`config.mk`:
```
export PLATFORM = sky130hd
export DESIGN_NAME = tcb_arb
export DESIGN_NICKNAME = d
export VERILOG_FILES = /design/src/rtl/tcb_arb_pkg.sv /design/src/rtl/tcb_arb_rr.sv /design/src/rtl/tcb_arb.sv
export SDC_FILE = /design/constraint.sdc
export NUM_CORES = 1
export LEC_CHECK = 0
export BUFFER_PORTS_ARGS = -buffer_cell sky130_fd_sc_hd__buf_2
export CORE_AREA = 2 2 201 203
export CTS_CLUSTER_DIAMETER = 120
export CTS_CLUSTER_SIZE = 16
export DETAILED_ROUTE_END_ITERATION = 12
export DIE_AREA = 0 0 203 205
export GPL_TIMING_DRIVEN = 1
export PLACE_DENSITY = 0.34
export SYNTH_ARGS = -nofsm -noshare
export SYNTH_HDL_FRONTEND = slang
export SYNTH_SLANG_ARGS = --single-unit
```
`constraint.sdc`:
```
create_clock -name clk -period 3.4 [get_ports clk]
set_clock_uncertainty 0.2 [all_clocks]
set_input_delay 0 -clock clk [delete_from_list [all_inputs] [get_ports clk]]
set_output_delay 0 -clock clk [all_outputs]
set_load 0.02 [all_outputs]
```
`src/rtl/tcb_arb_pkg.sv`:
```
// Shared types and helpers for the TCB N-manager arbiter.
// MN_MAX/IW_MAX bound the helper widths; tcb_arb supports MN up to MN_MAX.
package tcb_arb_pkg;

  localparam int unsigned MN_MAX = 32;
  localparam int unsigned IW_MAX = 5;

  // Routing-queue entry: response expected, and which manager it belongs to.
  typedef struct packed {
    logic              v;
    logic [IW_MAX-1:0] idx;
  } rq_entry_t;

  // One-hot of the first set bit in vld, scanning ptr, ptr+1, ... n-1, 0, ... ptr-1.
  function automatic logic [MN_MAX-1:0] rr_onehot(input logic [MN_MAX-1:0] vld,
                                                  input logic [IW_MAX-1:0] ptr,
                                                  input int unsigned       n);
    logic [MN_MAX-1:0] gnt;
    logic              found;
    logic [IW_MAX-1:0] k;
    gnt   = '0;
    found = 1'b0;
    for (int unsigned j = 0; j < MN_MAX; j++) begin
      if (j < n) begin
        k = ((32'(ptr) + j) >= n) ? IW_MAX'(32'(ptr) + j - n) : IW_MAX'(32'(ptr) + j);
        if (!found && vld[k]) begin
          gnt[k] = 1'b1;
          found  = 1'b1;
        end
      end
    end
    return gnt;
  endfunction

  // Index of the set bit of a one-hot vector (0 when empty).
  function automatic logic [IW_MAX-1:0] oh2idx(input logic [MN_MAX-1:0] oh);
    logic [IW_MAX-1:0] idx;
    idx = '0;
    for (int unsigned j = 0; j < MN_MAX; j++) begin
      if (oh[j]) idx = idx | IW_MAX'(j);
    end
    return idx;
  endfunction

endpackage

```
`src/rtl/tcb_arb_rr.sv`:
```
// Round-robin grant with priority pointer; optional bus lock under TCB_ARB_LOCK_EN.
module tcb_arb_rr
  import tcb_arb_pkg::*;
#(
  parameter int unsigned MN = 4,
  parameter int unsigned IW = $clog2(MN)
) (
  input  logic          clk,
  input  logic          rst,
  input  logic [MN-1:0] vld,
`ifdef TCB_ARB_LOCK_EN
  input  logic [MN-1:0] lck,
`endif
  input  logic          rdy,
  output logic [MN-1:0] gnt,
  output logic [IW-1:0] idx
);

  logic [IW-1:0] ptr;
  logic [MN-1:0] vld_eff;
  logic          trn;

`ifdef TCB_ARB_LOCK_EN
  logic          lck_v;
  logic [IW-1:0] lck_own;

  // While locked, only the owner may compete, even when it is idle.
  always_comb vld_eff = lck_v ? (vld & (MN'(1) << lck_own)) : vld;

  // Lock follows the lck flag of every accepted transfer.
  always_ff @(posedge clk or posedge rst) begin
    if (rst) begin
      lck_v   <= 1'b0;
      lck_own <= '0;
    end else if (trn) begin
      lck_v   <= lck[idx];
      lck_own <= idx;
    end
  end
`else
  // No lock: every valid manager competes.
  always_comb vld_eff = vld;
`endif

  // Rotated-priority grant and its index.
  always_comb begin
    gnt = MN'(rr_onehot(MN_MAX'(vld_eff), IW_MAX'(ptr), MN));
    idx = IW'(oh2idx(MN_MAX'(gnt)));
  end

  assign trn = (|gnt) & rdy;

  // Pointer moves past the winner only on an accepted transfer, so a stalled grant holds.
  always_ff @(posedge clk or posedge rst) begin
    if (rst) begin
      ptr <= '0;
    end else if (trn) begin
      ptr <= (idx == IW'(MN - 1)) ? '0 : idx + IW'(1);
    end
  end

endmodule

```
`src/rtl/tcb_arb.sv`:
```
// N-manager to 1-subordinate TCB arbiter: round-robin grant, same-cycle ready,
// DLY-deep routing queue steering rdt/err back to the issuing manager.
// Optional macro TCB_ARB_LOCK_EN adds man_lck and bus locking.
module tcb_arb
  import tcb_arb_pkg::*;
#(
  parameter int unsigned MN  = 4,
  parameter int unsigned AW  = 32,
  parameter int unsigned DW  = 32,
  parameter int unsigned BW  = DW/8,
  parameter int unsigned DLY = 1
) (
  input  logic             clk,
  input  logic             rst,
  input  logic [MN-1:0]    man_vld,
  input  logic [MN-1:0]    man_wen,
  input  logic [MN*AW-1:0] man_adr,
  input  logic [MN*BW-1:0] man_ben,
  input  logic [MN*DW-1:0] man_wdt,
  output logic [MN*DW-1:0] man_rdt,
  output logic [MN-1:0]    man_err,
  output logic [MN-1:0]    man_rdy,
`ifdef TCB_ARB_LOCK_EN
  input  logic [MN-1:0]    man_lck,
`endif
  output logic             sub_vld,
  output logic             sub_wen,
  output logic [AW-1:0]    sub_adr,
  output logic [BW-1:0]    sub_ben,
  output logic [DW-1:0]    sub_wdt,
  input  logic [DW-1:0]    sub_rdt,
  input  logic             sub_err,
  input  logic             sub_rdy
);

  localparam int unsigned IW = $clog2(MN);

  logic [MN-1:0] gnt;
  logic [IW-1:0] gidx;
  logic          trn;
  rq_entry_t     head;

  tcb_arb_rr #(
    .MN (MN),
    .IW (IW)
  ) u_rr (
    .clk (clk),
    .rst (rst),
    .vld (man_vld),
`ifdef TCB_ARB_LOCK_EN
    .lck (man_lck),
`endif
    .rdy (sub_rdy),
    .gnt (gnt),
    .idx (gidx)
  );

  // Valid follows the grant; without lock this equals |man_vld, with lock it
  // keeps blocked managers from producing an unowned transfer.
  assign sub_vld = |gnt;
  assign man_rdy = gnt & {MN{sub_rdy}};
  assign trn     = sub_vld & sub_rdy;

  // Request mux: AND-OR select of the granted channel, zero when idle.
  always_comb begin
    sub_wen = 1'b0;
    sub_adr = '0;
    sub_ben = '0;
    sub_wdt = '0;
    for (int unsigned i = 0; i < MN; i++) begin
      if (gnt[i]) begin
        sub_wen = man_wen[i];
        sub_adr = man_adr[i*AW +: AW];
        sub_ben = man_ben[i*BW +: BW];
        sub_wdt = man_wdt[i*DW +: DW];
      end
    end
  end

  generate
    if (DLY == 0) begin : g_nodly
      // Zero-latency subordinate: route by the current grant.
      always_comb begin
        head.v   = trn;
        head.idx = IW_MAX'(gidx);
      end
    end else begin : g_dly
      rq_entry_t q [DLY];

      // Shift register of outstanding transfers; reset drops anything in flight.
      always_ff @(posedge clk or posedge rst) begin
        if (rst) begin
          for (int unsigned i = 0; i < DLY; i++) q[i] <= '0;
        end else begin
          q[0].v   <= trn;
          q[0].idx <= IW_MAX'(gidx);
          for (int unsigned i = 1; i < DLY; i++) q[i] <= q[i-1];
        end
      end

      assign head = q[DLY-1];
    end
  endgenerate

  // Response demux: only the head owner sees rdt/err.
  always_comb begin
    man_rdt = '0;
    man_err = '0;
    for (int unsigned i = 0; i < MN; i++) begin
      if (head.v && (head.idx == IW_MAX'(i))) begin
        man_rdt[i*DW +: DW] = sub_rdt;
        man_err[i]          = sub_err;
      end
    end
  end

endmodule

```
==> Word level (Yosys, flattened, before mapping) <==
Cells that the tools add are included.
{ "totals": {"in_bits": 316, "out_inout_bits": 206, "wordCells": 103, "reg_bits": 5} }
{ "op_classes": {"bitwise_logic": 5, "add_sub_neg": 8, "eq_ne": 4, "reduce_logical": 16, "order_cmp": 12, "mux": 55} }
{ "ops": {"columns": ["op", "count"], "rows": [
  ["32-bit two-way mux", 12],
  ["32-bit by 3-bit >= comparator with 1-bit output (second input constant)", 3],
  ["4-bit two-way mux", 8],
  ["5-bit by 6-bit less-than comparator with 1-bit output (second input constant)", 4],
  ["1-bit binary-select mux with 5-bit select", 4],
  ["1-bit demux with 5-bit select", 4],
  ["5-bit by 1-bit >= comparator with 1-bit output (second input constant)", 4],
  ["1-bit two-way mux", 20],
  ["5-bit two-way mux", 4],
  ["5-bit by 3-bit subtractor with 5-bit output (second input constant)", 3],
  ["4-bit OR", 3],
  ["1-bit logical AND", 11],
  ["2-bit by 2-bit adder with 3-bit output (second input constant)", 2],
  ["2-bit == test (second input constant)", 3],
  ["2-bit two-way mux", 3],
  ["5-bit zero test", 1],
  ["4-bit AND", 1],
  ["4-bit OR reduction", 1],
  ["2-bit by 3-bit subtractor with 4-bit output (second input constant)", 1],
  ["2-bit by 1-bit adder with 3-bit output (second input constant)", 1],
  ["2-bit by 3-bit >= comparator with 1-bit output (second input constant)", 1],
  ["1-bit zero test", 3],
  ["2-bit by 1-bit adder with 2-bit output (second input constant)", 1],
  ["2-bit by 1-bit == test with 1-bit output (second input constant)", 1],
  ["1-bit AND", 1]
]} }

==> Longest topological paths before layout <==
Gate-level depths: netlist of run 1.
{ "depth": {"ltp_word": 19, "depth_mapped": 13, "depth_no_buf": 8} }

==> Cells and area by module <==
From an unflattened synthesis of run 1, not the netlist that was laid out.
{ "unflattened": {"cells_unflattened": 466, "area_unflattened_um2": 3064.2} }
{ "by_module_without_submodules": {"columns": ["module", "cells_per_inst", "seq_area_each_um2", "n_inst", "area_per_inst_um2"], "rows": [
  ["tcb_arb", 411, 75.1, 1, 2552.4],
  ["tcb_arb_rr", 55, 50.0, 1, 511.7]
]} }

==> Least setup slack after synthesis of run 1 <==
OpenSTA, ideal clock, no wires.
{ "synth_timing": {"path_type": "register to register", "from": "reg u_rr.ptr[0]", "to": "reg g_dly.q[5] (netlist bit)", "path_stages_with_launch": 12, "required_ps": 3081, "synth_period_minus_slack_ps": 3316, "setup_time_ps": 119, "setup_slack_ps": 84, "t_arrival_ps": 2997, "cell_sequence": "dfrtp_1 -> buf_4 -> inv_1 -> ha_1 -> clkbuf_1 -> mux4_2 -> nand2_1 -> o21ai_0 -> a221o_1 -> buf_2 -> or4_4 -> and2_1"} }
{ "synth_via": {"elab_chain_cells": 16} }
{ "synth_rtl": {"columns": ["item", "line_no", "rtl"], "rows": [
  ["start: declaration", "tcb_arb_rr.sv:19", "logic [IW-1:0] ptr;"],
  ["start signal: assignment", "tcb_arb_rr.sv:58", "ptr <= (idx == IW'(MN - 1)) ? '0 : idx + IW'(1);"],
  ["parallel branches: the longest is 13 deep, another holds 32-bit by 3-bit >= comparator with 1-bit output", null, null],
  ["4-bit two-way mux (*)", "tcb_arb_pkg.sv:26", "if (!found && vld[k]) begin"],
  ["4-bit OR reduction (*)", "tcb_arb.sv:60", "assign sub_vld = |gnt;"],
  ["via sub_vld", "tcb_arb.sv:26", "output logic sub_vld,"],
  ["1-bit AND (*)", "tcb_arb.sv:62", "assign trn = sub_vld & sub_rdy;"],
  ["via trn", "tcb_arb.sv:40", "logic trn;"],
  ["end: declaration", "tcb_arb.sv:88", "rq_entry_t q [DLY];"]
]} }
Mark *: on every way through the listed nets, which the timed path passes. The select of a mux whose other input is x is not followed.
A chain may end at the register's enable or synchronous reset.

==> Worst setup path in the final report of run 1 <==
{ "layout_timing": {"from": "reg u_rr.ptr[1]", "to": "out sub_adr[20]"} }
{ "layout_via": {"elab_chain_cells": 18} }
{ "layout_rtl": {"columns": ["item", "line_no", "rtl"], "rows": [
  ["parallel branches: the longest is 13 deep, another holds 32-bit by 3-bit >= comparator with 1-bit output", null, null],
  ["4-bit two-way mux (*)", "tcb_arb_pkg.sv:26", null],
  ["32-bit two-way mux (3 in a row)", "tcb_arb.sv:71", "if (gnt[i]) begin"],
  ["32-bit two-way mux (*)", "tcb_arb.sv:71", null],
  ["end: declaration", "tcb_arb.sv:28", "output logic [AW-1:0] sub_adr,"]
]} }
Mark *: on every way between the ends. The select of a mux whose other input is x is not followed.

==> flow_summary.yaml, run 1 <==
yosys:
  synth_area_um2: 4440
  yosys_warnings: 0
  synth_flop_cell: "dfrtp_1"
  synth_common_cells: "207 x and2_1, 74 x nand2_1, 71 x nand3_1"
  synth_top_cell_by_area: "and2_1"
  synth_seq_area_share: 0.0282
  postSynth.asyncResetShare: 1.00
  syn_avg_cell_area_um2: 6.97
  synth_top_cell_area_share: 0.292
  yosysUniqueCellTypes: 48
  synth_most_common_cell: "and2_1"
  synth_edf_count: 0
  synth_area_leaders: "and2_1 29%, o211ai_2 19%, a32oi_1 14%"
  syn_inst: 637
  syn_nets: 960
  ys_ff_latch: 5
detailed_routing:
  vias_per_cell: 4.20
  wl_mm: 30.1
  via_count: 7031
  dr.pass1.iters: 4
  drtIter0Drc: 338
  route.detailed.drc: 0
  antenna_left: 0
  wire_per_inst_um: 18.0
cts:
  cts_buffers: 3
  cts_tree: "yes"
  cts_buffer_depth: 2
  clockRootBuffer: "clkbuf_16"
  clkTransAtPathRegs_ns: 0.03
  cts.sinks: 5
  htreeDepth: 1
  clk_latency_ns: 0.23
floorplanning:
  die-area_um2: 41600
  io_pins: 522
  initial_core_util: 0.113
  die_w_um: 203
  coreArea_um2: 39400
  core.rowCount: 73
  die_y_um: 205
global_routing:
  antenna_found_initial: 15
  grt_max_degree: 58
  first_global_vias: 6996
  grt_pass1_wl_mm: 41.5
  grt.overflow.total: 0
  gr-usage-all-layers: 0.129
timing:
  setup_tns_ns: 0
  post-route-period-util: 0.978
  rsz0062_at_grt: "yes"
  setup_viol: 0
  hold_viol: 0
  min_period_ns: 3.32
  slew_headroom: 0.362
  holdWs_ns: 0.0383
  fmax_mhz: 301
  worst_slew_pin_slew_ns: 0.957
  slew_viol_final: 0
power_and_ir_drop:
  cellPowerDensity_nw_per_um2: 1390
  vdd_ir_drop_max_v: 0.000728
  power_w: 0.0118
  p_leak_nw: 4.32
worst_setup_path:
  cp-end-kind: "output port"
  start_kind: "register"
  cp.required_ns: 3.20
  path_class: "reg -> out"
  crit_fanout: 9
  critPathArrivalTime_ns: 3.12
placement:
  placed_cells: 1658
  dp_hpwl_mm: 24.8
  io_buffers: 521
  routabilityCongestion: 0.858
layout:
  nets: 1470
  drive_gt1_frac: 0.605
  fin_cells: 1673
  multi_input_area_um2: 4180
  area.sequential_um2: 128
  nFillCells: 4502
  synthToLayoutAreaGrowth_pct: 91.4
status:
  run_status: "finished clean"
min_path:
  hold_class: "in -> async"
job:
  maxCapViolCount: 0
==> cell usage in the layout, fill, tap and decap left out, types with 3 or more instances in the layout <==
| cell | instances |
|---|---|
| buf_2 | 498 |
| and2_1 | 207 |
| nand2_1 | 74 |
| nand3_1 | 71 |
| o211ai_2 | 68 |
| a32oi_1 | 55 |
| buf_4 | 40 |
| buf_6 | 22 |
| buf_12 | 16 |
| a32oi_2 | 14 |
| inv_1 | 7 |
| nor2_1 | 6 |
| ha_1 | 5 |
| clkbuf_16 | 5 |
| dfrtp_1 | 3 |
==> layer usage <==
metal / global-route usage / wire, µm
met5: 0 / 27
met4: 0.0287 / 813
met3: 0.0277 / 2340
met2: 0.259 / 16200
met1: 0.135 / 10700
==> registers in the layout, summed over array words and instances, names as in the netlist <==
| register | flops |
|---|---|
| g_dly.q | 3 |
| u_rr.ptr | 2 |
==> through the flow <==
stage               area [µm²]  worst slack [ns]  utilization
finish                    8500            0.0751        0.216
floorplan                 4440            0.0839            -
global route              8500           -0.0443        0.216
detailed placement        8000             0.227        0.203
CTS                       8120            0.0168        0.206
global placement          8000             0.191        0.203
==> what timing repair did <==
action / 4_1_cts / 5_1_grt
hold endpoints to repair: 8 / 0
resized for setup: 3 / 70
setup buffers: 1 / 4
endpoints found under the setup margin: 23 / 70
hold buffers: 2 / 0
gates cloned: 0 / 2
pin swaps: 1 / 24
==> worst paths after layout <==
kind                               from  slack (ns)     endpoint  cells past startpoint
setup / recovery            u_rr.ptr[1]        0.08  sub_adr[20]                     11
hold / removal                      rst        0.04   g_dly.q[0]                      3
setup reg to reg            u_rr.ptr[1]        0.28   g_dly.q[5]                      9
hold reg to reg             u_rr.ptr[1]        0.45  u_rr.ptr[1]                      2
max in group asynchronous           rst        2.77  u_rr.ptr[0]                      3
min in group clk           man_wdt[124]        0.10  sub_wdt[28]                      4
==> worst max-delay path, cell delays in order, from the launching register on <==
cell      delay (ns)
dfrtp_2         0.42
buf_4           0.15
ha_2            0.17
nor2b_4         0.13
or3_4           0.40
and4_4          0.22
a221o_4         0.41
or2_4           0.34
buf_12          0.17
buf_12          0.15
o211ai_4        0.18
buf_6           0.14
==> power by group <==
part	total (W)	internal, W	switching, W
Clock	0.000194	0.000155	0.0000385
Sequential	0.000131	0.0000946	0.0000365
Combinational	0.0115	0.00465	0.00685
Total	0.0118	0.00490	0.00692
==> kinds of logic after synthesis <==
| kind of cell | Yosys count | synth area share |
|---|---|---|
| buffers and inverters | 82 | 0.0859 |
| AO/OA/AOI/OAI | 156 | 0.367 |
| AND/OR/NAND/NOR | 382 | 0.482 |
| flip-flops | 5 | 0.0282 |
| adder cells (fa/ha/maj) | 7 | 0.0197 |
| multiplexers | 4 | 0.0158 |
| XOR/XNOR | 1 | 0.00197 |
==> layout make-up <==
| type | count | share of cell area |
|---|---|---|
| multi-input combinational | 550 | 0.491 |
| timing repair buffer | 580 | 0.404 |
| tap | 525 | 0.0773 |
| sequential | 5 | 0.0150 |
| clock buffer | 4 | 0.00927 |
| inverter | 7 | 0.00309 |
| antenna | 2 | 0.000589 |
Note: power is estimated with default switching activity, not from simulation.
==> run 2, diff against run 1 <==
CORE_AREA = 2 2 204 206   (was 2 2 201 203)
CTS_BUF_LIST = sky130_fd_sc_hd__clkbuf_8   (was unset)
DIE_AREA = 0 0 206 208   (was 0 0 203 205)
PLACE_DENSITY = 0.33   (was 0.34)
==> flow_summary.yaml, run 2 (synthesized netlist as in run 1, its figures left out) <==
min_path:
  hold_class: "in -> async"
placement:
  place_area_um2: 7850
  pre_cts_ws_ns: 0.0269
  routabilityCongestion: 0.860
  dp_hpwl_mm: 25.3
  io_buffers: 521
  placed_cells: 1651
power_and_ir_drop:
  p_switching_w: 0.00678
  power_frac_comb: 0.979
  cellPowerDensity_nw_per_um2: 1350
  vdd_ir_drop_max_v: 0.000631
  p_sw_frac: 0.613
  p_int_w: 0.00427
  clkPwrFrac: 0.010
  pwr-share-seq: 0.011
  p_leak_nw: 4.18
layout:
  largestRegisters: "g_dly.q (3), u_rr.ptr (2)"
  final_common_cell: "buf_2"
  regMostFlops: "g_dly.q"
  drive_gt1_frac: 0.584
  fin_cells: 1667
  final_area_um2: 8160
  synthToLayoutAreaGrowth_pct: 83.7
  most-common-layout-cells: "502 x buf_2, 207 x and2_1, 74 x nand2_1, 71 x nand3_1"
  nFillCells: 4684
  nets: 1456
  largest_reg_flops: 3
job:
  maxCapViolCount: 0
floorplanning:
  core.rowCount: 74
  die_y_um: 208
  io_pins: 522
  die_w_um: 206
  die-area_um2: 42800
  coreArea_um2: 40600
  initial_core_util: 0.109
detailed_routing:
  wire_per_inst_um: 18.7
  via_count: 6945
  vias_per_cell: 4.17
  drtIter0Drc: 326
  dr.pass1.iters: 4
  route.detailed.drc: 0
  wl_mm: 31.2
  antenna_left: 0
timing:
  slew_viol_final: 0
  hold_viol: 0
  slew_headroom: 0.359
  rsz0062_at_grt: "yes"
  setup_viol: 0
  worst_slew_pin_slew_ns: 0.961
  fmax_mhz: 299
  min_period_ns: 3.34
  fin_ws_ns: 0.0587
  post-route-period-util: 0.983
status:
  run_status: "finished clean"
cts:
  clk_latency_ns: 0.22
  clkTransAtPathRegs_ns: 0.04
  cts.sinks: 5
  clockRootBuffer: "clkbuf_8"
  cts_buffers: 3
  cts_tree: "yes"
  htreeDepth: 1
  cts_buffer_depth: 2
global_routing:
  grt.overflow.total: 0
  first_global_vias: 6846
  grt_max_degree: 61
  grt_pass1_wl_mm: 43.2
  antenna_found_initial: 13
  gr-usage-all-layers: 0.131
worst_setup_path:
  crit_fanout: 6
  r2r_cells: 11
  critPathArrivalTime_ns: 3.14
  start_kind: "register"
  cp.required_ns: 3.20
  path_class: "reg -> out"
  cp-end-kind: "output port"
[run 2: final timing paths]
kind	to	slack, ns	start
setup / recovery	sub_vld	0.06	u_rr.ptr[1]
hold / removal	g_dly.q[0]	0.11	rst
setup reg to reg	g_dly.q[5]	0.17	u_rr.ptr[1]
hold reg to reg	u_rr.ptr[1]	0.35	u_rr.ptr[1]
max in group asynchronous	g_dly.q[5]	2.70	rst
min in group clk	sub_wdt[25]	0.12	man_wdt[121]
[run 2: repair_timing]
| action | in CTS | in global routing |
|---|---|---|
| gates cloned | 0 | 1 |
| pin swaps | 2 | 6 |
| resized for setup | 4 | 37 |
| hold buffers | 2 | 0 |
| endpoints found under the setup margin | 71 | 69 |
| endpoints found under the hold margin | 8 | 0 |
| setup buffers | 4 | 2 |
[run 2: per-layer routing]
layer	wire length, µm	up-vias	share of wire	track usage
met5	63	-	0.0020	0
met4	442	8	0.014	0.0167
met3	2540	38	0.082	0.0287
met2	16500	373	0.53	0.263
met1	11600	3189	0.37	0.141
li1	-	3337	-	-
[run 2: area by class of cell]
type	instances	area, µm²	share of cell area
Tap cell	532	666	0.0816
Inverter	7	26.3	0.00322
Sequential cell	5	125	0.0153
Multi-Input combinational cell	550	4070	0.499
Clock buffer	3	41.3	0.00506
Timing Repair Buffer	566	3220	0.394
Clock inverter	1	3.75	0.000460
Antenna cell	3	7.51	0.000920
[run 2: power groups by stage]
| stage | Sequential (W) | Clock (W) | Combinational, W |
|---|---|---|---|
| 2_1_floorplan | 0.000122 | 0 | 0.00668 |
| 3_3_place_gp | 0.000121 | 0 | 0.0104 |
| 3_5_place_dp | 0.000120 | 0 | 0.0103 |
| 4_1_cts | 0.000121 | 0.000113 | 0.0105 |
| 5_1_grt | 0.000126 | 0.000122 | 0.0116 |
| 6_report | 0.000120 | 0.000110 | 0.0108 |
[run 2: worst max-delay path, cell delays in order, from the launching register on]
cell      delay [ns]
dfrtp_1         0.39
buf_4           0.17
ha_1            0.26
nand2b_1        0.24
and4_1          0.26
o31ai_4         0.30
buf_12          0.16
o221ai_4        0.10
buf_12          0.16
buf_4           0.15
or4_4           0.53
buf_2           0.19
[run 2: through the flow]
| stage | power [W] | setup TNS (ns) | utilization | hold slack, ns |
|---|---|---|---|---|
| floorplan | 0.00680 | 0 | - | -0.421 |
| CTS | 0.0107 | 0 | 0.197 | 0.126 |
| finish | 0.0111 | 0 | 0.201 | 0.108 |
| global placement | 0.0106 | 0 | 0.194 | -0.259 |
| global route | 0.0119 | -0.0723 | 0.201 | 0.142 |
| detailed placement | 0.0104 | 0 | 0.194 | -0.262 |
==> run 3, diff against run 2 <==
CTS_BUF_LIST = sky130_fd_sc_hd__clkbuf_4 sky130_fd_sc_hd__clkbuf_8   (was sky130_fd_sc_hd__clkbuf_8)
==> flow_summary.yaml, run 3 (synthesized netlist as in run 1, its figures left out) <==
detailed_routing:
  wl_mm: 31.1
  dr.pass1.iters: 4
  drtIter0Drc: 325
  via_count: 6943
  route.detailed.drc: 0
  antenna_left: 0
  vias_per_cell: 4.16
  wire_per_inst_um: 18.7
power_and_ir_drop:
  power_frac_comb: 0.978
  p_switching_w: 0.00678
  p_leak_nw: 4.18
  p_sw_frac: 0.613
  cellPowerDensity_nw_per_um2: 1360
  vdd_ir_drop_max_v: 0.000632
  p_int_w: 0.00428
  pwr-share-seq: 0.011
  clkPwrFrac: 0.011
  power_w: 0.0111
layout:
  drive_gt1_frac: 0.585
  regMostFlops: "g_dly.q"
  area.sequential_um2: 125
  largest_reg_flops: 3
  nets: 1456
  largestRegisters: "g_dly.q (3), u_rr.ptr (2)"
  multi_input_area_um2: 4070
  final_common_cell: "buf_2"
  most-common-layout-cells: "502 x buf_2, 207 x and2_1, 74 x nand2_1, 71 x nand3_1"
  fin_cells: 1667
  synthToLayoutAreaGrowth_pct: 83.8
  nFillCells: 4685
min_path:
  hold_class: "in -> async"
cts:
  htreeDepth: 1
  clockRootBuffer: "clkbuf_8"
  cts_buffers: 3
  clk_latency_ns: 0.22
  cts_buffer_depth: 2
  cts_tree: "yes"
  clkTransAtPathRegs_ns: 0.04
  cts.sinks: 5
global_routing:
  gr-usage-all-layers: 0.131
  grt.overflow.total: 0
  first_global_vias: 6846
  grt_max_degree: 61
  grt_pass1_wl_mm: 43.2
  antenna_found_initial: 13
floorplanning:
  io_pins: 522
  initial_core_util: 0.109
  coreArea_um2: 40600
  die_w_um: 206
  core.rowCount: 74
  die-area_um2: 42800
  die_y_um: 208
worst_setup_path:
  start_kind: "register"
  cp-end-kind: "output port"
  cp_slowest_cell: "or4_4"
  path_class: "reg -> out"
  cp_cell_sequence: "buf_4 -> ha_1 -> nand2b_1 -> and4_1 -> o31ai_4 -> buf_12 -> o221ai_4 -> buf_12 -> buf_4 -> or4_4 -> buf_2"
  critPathArrivalTime_ns: 3.14
  crit_fanout: 6
  cpPeakStageDelay_ns: 0.53
  cp.required_ns: 3.20
timing:
  rsz0062_at_grt: "yes"
  worst_slew_pin_slew_ns: 0.961
  post-route-period-util: 0.983
  slew_viol_final: 0
  hold_viol: 0
  setup_viol: 0
  min_period_ns: 3.34
  fmax_mhz: 299
  slew_headroom: 0.359
placement:
  dp_hpwl_mm: 25.3
  io_buffers: 521
  placed_cells: 1651
  routabilityCongestion: 0.860
status:
  run_status: "finished clean"
job:
  maxCapViolCount: 0
-- run 3: changes by cell type in the layout (fill, tap and decap cells not counted), sizes merged --
cell	previous run	this run
inv	8	7
clkbuf	5	6
-- run 3: final timing paths --
check | cells after the start | to | slack (ns) | start
max in group asynchronous | 3 | g_dly.q[5] | 2.70 | rst
min in group clk | 4 | sub_wdt[25] | 0.12 | man_wdt[121]
hold reg to reg | 1 | u_rr.ptr[1] | 0.35 | u_rr.ptr[1]
setup reg to reg | 11 | g_dly.q[5] | 0.17 | u_rr.ptr[1]
setup / recovery | 11 | sub_vld | 0.06 | u_rr.ptr[1]
hold / removal | 3 | g_dly.q[0] | 0.11 | rst
-- run 3: final cells by class --
class,count,share of cell area
multi-input cells,550,0.499
repair buffers,566,0.394
well taps,532,0.0815
flip-flops and latches,5,0.0153
clock buffers,4,0.00598
inverters,7,0.00322
diodes,3,0.000920
-- run 3: metrics by stage --
step	worst slack [ns]	hold slack [ns]	TNS (ns)	cell area, µm²	utilization
after floorplan	0.0839	-0.421	0	4440	-
after global placement	0.0615	-0.259	0	7850	0.194
after detailed placement	0.0269	-0.262	0	7850	0.194
after CTS	0.00480	0.126	0	7980	0.197
after global routing	-0.0493	0.142	-0.0723	8160	0.201
final	0.0586	0.108	0	8160	0.201
-- run 3: layer usage --
metal,vias up,part of all wire,track usage,wire length [µm]
met3,38,0.082,0.0287,2550
met2,376,0.53,0.263,16500
li1,3337,-,-,-
met5,-,0.0020,0,63
met1,3184,0.37,0.141,11600
met4,8,0.014,0.0167,442
-- run 3: power by group through the flow --
stage          clock [W]  sequential, W  combinational [W]
6_report        0.000121       0.000120             0.0108
5_1_grt         0.000132       0.000126             0.0116
4_1_cts         0.000124       0.000121             0.0105
3_5_place_dp           0       0.000120             0.0103
3_3_place_gp           0       0.000121             0.0104
2_1_floorplan          0       0.000122            0.00668
-- run 3: critical path: cells and delay by family (launching register included) --
kind,cells,cell delay [ns]
flip-flops,1,0.39
AND/OR/NAND/NOR,3,1.03
buffers and inverters,5,0.83
adder cells (fa/ha/maj),1,0.26
AO/OA/AOI/OAI,2,0.40
-- run 3: repair_timing --
action | CTS | global route
gates resized for setup | 4 | 37
gates cloned | 0 | 1
setup endpoints to repair | 71 | 69
hold endpoints to repair | 8 | 0
hold buffers | 2 | 0
buffers inserted | 4 | 2
pin swaps | 2 | 6
